**src/rtl/alarm_annunciator.sv**
```systemverilog
// alarm_annunciator: debounces the decoder ALARM line and latches the event.
// While latched it drives a blinking siren and a steady lamp until the event is
// acknowledged and the condition clears. It then holds off before re-arming.
// Qualified events are counted and the count saturates at 255.
module alarm_annunciator #(
  parameter int DEBOUNCE   = 4,
  parameter int BLINK_HALF = 8,
  parameter int HOLDOFF    = 16
) (
  input  logic       CLK,
  input  logic       RESET_N,
  input  logic       ALARM,
  input  logic       ARM,
  input  logic       ACK,
  output logic       SIREN,
  output logic       LAMP,
  output logic       LATCHED,
  output logic [7:0] EVENT_CNT
);

  typedef enum logic [2:0] {
    S_DISARMED, S_IDLE, S_QUALIFY, S_SOUNDING, S_ACKED, S_HOLDOFF
  } state_t;

  // Terminal counts: each counter hits its *_LAST value on the cycle that ends its phase.
  localparam logic [7:0] DEB_LAST = 8'(DEBOUNCE - 1);
  localparam logic [7:0] BL_LAST  = 8'(BLINK_HALF - 1);
  localparam logic [7:0] HO_LAST  = 8'(HOLDOFF - 1);

  state_t     state;
  logic [7:0] qcnt, bcnt, hcnt;

  // Single-process FSM; outputs are registered and updated on each transition.
  always_ff @(posedge CLK or negedge RESET_N) begin
    if (!RESET_N) begin
      state     <= S_DISARMED;
      qcnt      <= '0;
      bcnt      <= '0;
      hcnt      <= '0;
      SIREN     <= 1'b0;
      LAMP      <= 1'b0;
      LATCHED   <= 1'b0;
      EVENT_CNT <= '0;
    end else begin
      case (state)
        S_DISARMED: if (ARM) state <= S_IDLE;
        S_IDLE: begin
          if (!ARM) state <= S_DISARMED;
          else if (ALARM) begin
            state <= S_QUALIFY;
            qcnt  <= 8'd1;
          end
        end
        S_QUALIFY: begin
          if (!ARM) begin
            // Disarm wins over a pending qualification; nothing is counted.
            state <= S_DISARMED;
            qcnt  <= '0;
          end else if (!ALARM) begin
            state <= S_IDLE;
            qcnt  <= '0;
          end else if (qcnt == DEB_LAST) begin
            state   <= S_SOUNDING;
            qcnt    <= '0;
            bcnt    <= '0;
            SIREN   <= 1'b1;
            LAMP    <= 1'b1;
            LATCHED <= 1'b1;
            if (EVENT_CNT != 8'hFF) EVENT_CNT <= EVENT_CNT + 8'd1;
          end else qcnt <= qcnt + 8'd1;
        end
        S_SOUNDING: begin
          // ARM is deliberately not examined: a latched event cannot be disarmed away.
          if (ACK) begin
            state <= S_ACKED;
            SIREN <= 1'b0;
            bcnt  <= '0;
          end else if (bcnt == BL_LAST) begin
            bcnt  <= '0;
            SIREN <= ~SIREN;
          end else bcnt <= bcnt + 8'd1;
        end
        S_ACKED: begin
          if (!ALARM) begin
            state   <= S_HOLDOFF;
            hcnt    <= '0;
            LAMP    <= 1'b0;
            LATCHED <= 1'b0;
          end
        end
        S_HOLDOFF: begin
          if (hcnt == HO_LAST) begin
            hcnt  <= '0;
            state <= ARM ? S_IDLE : S_DISARMED;
          end else hcnt <= hcnt + 8'd1;
        end
        default: state <= S_DISARMED;
      endcase
    end
  end

endmodule

```
**config.mk**
```make
export PLATFORM = sky130hd
export DESIGN_NAME = alarm_annunciator
export DESIGN_NICKNAME = d
export VERILOG_FILES = /design/src/rtl/alarm_annunciator.sv
export SDC_FILE = /design/constraint.sdc
export NUM_CORES = 1
export LEC_CHECK = 0
export ABC_AREA = 1
export BUFFER_PORTS_ARGS = -buffer_cell sky130_fd_sc_hd__buf_2
export CELL_PAD_IN_SITES_DETAIL_PLACEMENT = 1
export CELL_PAD_IN_SITES_GLOBAL_PLACEMENT = 2
export CORE_MARGIN = 1
export CORE_UTILIZATION = 31
export DETAILED_ROUTE_END_ITERATION = 10
export GPL_ROUTABILITY_DRIVEN = 0
export PLACE_DENSITY = 0.71
export SYNTH_ARGS = -nofsm -noshare
export SYNTH_HDL_FRONTEND = slang
export SYNTH_SLANG_ARGS = --single-unit
```
**constraint.sdc**
```tcl
create_clock -name CLK -period 1.25 [get_ports CLK]
set_input_delay 0.1875 -clock CLK [delete_from_list [all_inputs] [get_ports CLK]]
set_output_delay 0.1875 -clock CLK [all_outputs]
set_load 0.01 [all_outputs]
```
==> impl_results.md <==
* Status: finished with violations
* Failing checks: setup timing
* PD cells at 1780 nW/um2
* Period utilization at 119%
* Combinational power share at 58.1%
* Nets at 424
* Starting Density at 31.8%
* Share of cells above drive strength 1 at 46.4%
* First-pass GRT wire length at 10.9 mm
* Setup crit start kind: flip-flop
* Sequential Power Share at 26.1%
* Seq/Total Area, Yosys at 40.3%
* Worst-Skew Late Latency at 0.30 ns
* Initial antenna violation count at 0
* CP dominant cell by count: nor2_4
* WHS Path Cells at 4
* Layout Cells excl Fill at 513
* Top Ports at 16
* Switching power at 2.68 mW
* Largest family of logic cells by synthesized area: simple AND/OR/NAND/NOR gates
* Initial detailed-routing violation count at 58
* Clock tree sinks at 37
* Largest area contributor in the netlist: dfrtp_1
* Clock root buffer: clkbuf_8
* Final ANT Viol Nets at 0
* Worst-Margin Slew at 0.302 ns
* Fillers at 909
* Minimum clock period at 1.49 ns
* Avg Inst Size Synth at 7.27 um2
* Worst Path Max Fanout at 4
* Router iterations before antenna repair at 4
* Clock power share at 15.8%
* Largest net degree at the start of global routing at 22
* Mux contribution to synthesized area at 0%
* Post-route setup TNS at -4.19 ns
* Synth top area share at 40.3%
* Buf/Inv on CP at 1
* Total of max-cap violations at 0
* VDD IR max at 766 uV
* Post-Synthesis Cell Area at 2300 um2
* Inst Count DP at 488
* WP depth at 9
* DRC Markers at 0
* CP Data Required Time at 1.43 ns
* Via count at 2446
* Row count at 31
* Final WL at 7.28 mm
* Synth Area in Compound Gates at 6.27%
* Synth warn at 0
* Avg WL per Cell at 14.2 um
* CP delay by family, top: simple AND/OR/NAND/NOR gates
* Leakage power at 1.87 nW
* Pins Over Slew Limit at 0
* Synth area leaders: dfrtp_1, nand2_1, nand3_1, inv_1, nor2_1
* Cell Area, Placed at 2990 um2
* Critical path arrival at 1.68 ns
* Post-DP HPWL at 4.86 mm
* Post-Syn Nets at 326
* Gate Count Post-Synth at 316
* Max_slew headroom at 79.9%
* Cell area after layout at 3670 um2
* Slowest library cell on the worst path: dfrtp_1
* Total Routing Usage GR at 18.3%
* Pre-CTS setup slack at -0.184 ns
* N_diodes at 0
* CTS Buf Count at 5
* Core outline area at 7210 um2
* Vias in the first global route at 2322
* Max clock buf depth at 2
* Critical path, cell by cell: nor2_2 -> nand2_2 -> nor2_4 -> buf_4 -> nor2_4 -> nor2_4 -> nand2_2 -> nand2_1 -> nand2_1
* Distinct cells, synth at 28
* Post-synthesis xor/xnor area fraction at 2.67%
* Crit. End Element: flip-flop
* CTS tree: yes
* # setup viols final at 37
* Width of the die at 88.1 um
* Worst reg2reg path depth at 9
* Via density per instance at 4.77
* Area growth syn-to-layout at 59.8%
* CP peak stage delay at 0.39 ns
* Tightest Hold Check Type: input port to flip-flop
* #FFs+latches synth at 37
* Sw Share at 41.0%
* WS Path Type: flip-flop to flip-flop
* Worst-path clk slew at 0.08 ns
* Final Hold Viols at 0
* Synth Area in Adders at 2.72%
* Internal at 3.85 mW
* Die area at 7750 um2
* Worst Slack Setup Final at -0.243 ns
* RSZ-0062 raised after global routing: yes
* Simple-gate share of the synthesized area at 40.4%
* Remaining Overflow, GRT at 0
* Highest clock rate at 670 MHz
* Worst Skew at 0.00718 ns
* Chip height at 88.1 um
* Number of port buffers at 15
* CTS H-tree lvls at 2
==> per-layer routing <==
layer,GRT usage [%],part of all wire [%],wire length (um),vias to the layer above
met5,0,0,0,-
met4,4.40,1.9,139,0
met3,3.39,2.0,143,13
met2,31.9,54,3900,30
met1,23.4,43,3100,1192
li1,-,-,-,1211
==> what timing repair did <==
| item | 4_1_cts | 5_1_grt |
|---|---|---|
| gates cloned | 1 | 0 |
| pin swaps | 17 | 29 |
| hold buffers | 1 | 0 |
| resized for setup | 62 | 57 |
| endpoints found under the setup margin | 37 | 37 |
| buffers inserted | 10 | 8 |
| hold endpoints to repair | 37 | 0 |
==> layout by cell type, fill, tap and decap left out, types with 7 or more instances in the layout <==
cell and instances:
buf_2 15, buf_4 61, buf_6 12, dfrtp_1 35, inv_1 28, inv_2 7
nand2_1 72, nand2_2 20, nand2_4 7, nand3_1 28, nand3_2 12, nand4_1 11
nor2_1 18, nor2_4 12, o21ai_1 9
==> sequential cells by signal, indices dropped and copies added, names as in the netlist <==
name	flops
EVENT_CNT	8
LATCHED	1
SIREN	1
state	3
hcnt	8
bcnt	8
qcnt	8
==> tightest hold or removal path: cells and delay by family <==
kind	cells	cell delay, ns
AOI/OAI and AO/OA	1	0.07
buffers and inverters	1	0.08
and+or+nand+nor	2	0.13
==> final timing paths <==
| check | slack (ns) | end | start |
|---|---|---|---|
| setup / recovery | -0.24 | state[1] | qcnt[4] |
| hold reg to reg | 0.51 | SIREN | SIREN |
| setup reg to reg | -0.24 | state[1] | qcnt[4] |
| hold / removal | 0.22 | SIREN | ACK |
| min in group asynchronous | 0.40 | EVENT_CNT[1] | RESET_N |
| max in group asynchronous | 0.57 | state[2] | RESET_N |
==> cells by family after synthesis <==
| family | after synthesis |
|---|---|
| fa+ha+maj | 5 |
| compound gates | 26 |
| xor+xnor | 7 |
| buf+inv | 43 |
| simple gates | 198 |
| flops | 37 |
==> power groups by stage <==
stage	Sequential [mW]	Combinational (mW)	Clock, mW
floorplan	1.75	1.21	0
global placement	1.69	2.37	0
detailed placement	1.71	2.41	0
CTS	1.70	3.12	1.06
global route	1.74	4.12	1.11
finish	1.71	3.80	1.03
==> synth_stat cells <==
master and instances:
nor3_1 2, o21ai_0 16, inv_1 34, ha_1 5, xor2_1 5, o21bai_1 2, nor2_2 6, nor2_4 2
nand3b_1 1, clkinv_2 1, o21ai_2 1, nand2_1 93, nand3_2 3, o31ai_1 1, xnor2_1 2, a21boi_1 1
nand2_2 7, nand2_4 2, a21oi_1 5, nor2_8 1, inv_2 6, dfrtp_1 37, nand3_1 41, buf_4 1
buf_6 1, nor2_1 28, or2_2 1, nand4_1 11
==> layout make-up <==
cell class	count	area, um2	share of cell area [%]
clock inverters	2	35.0	0.955
flip-flops and latches	37	928	25.3
inverters	41	190	5.18
multi-input cells	236	1560	42.4
clock buffers	5	68.8	1.88
well taps	99	124	3.38
repair buffers	93	766	20.9
==> through the flow <==
stage | total power [mW] | hold WS (ns) | utilization, %
2_1_floorplan | 2.97 | -0.108 | -
3_3_place_gp | 4.06 | 0.191 | 41.4
3_5_place_dp | 4.12 | 0.195 | 41.4
4_1_cts | 5.89 | 0.215 | 47.1
5_1_grt | 6.97 | 0.258 | 50.8
6_report | 6.54 | 0.216 | 50.8
Note: power is estimated with default switching activity, not from simulation.
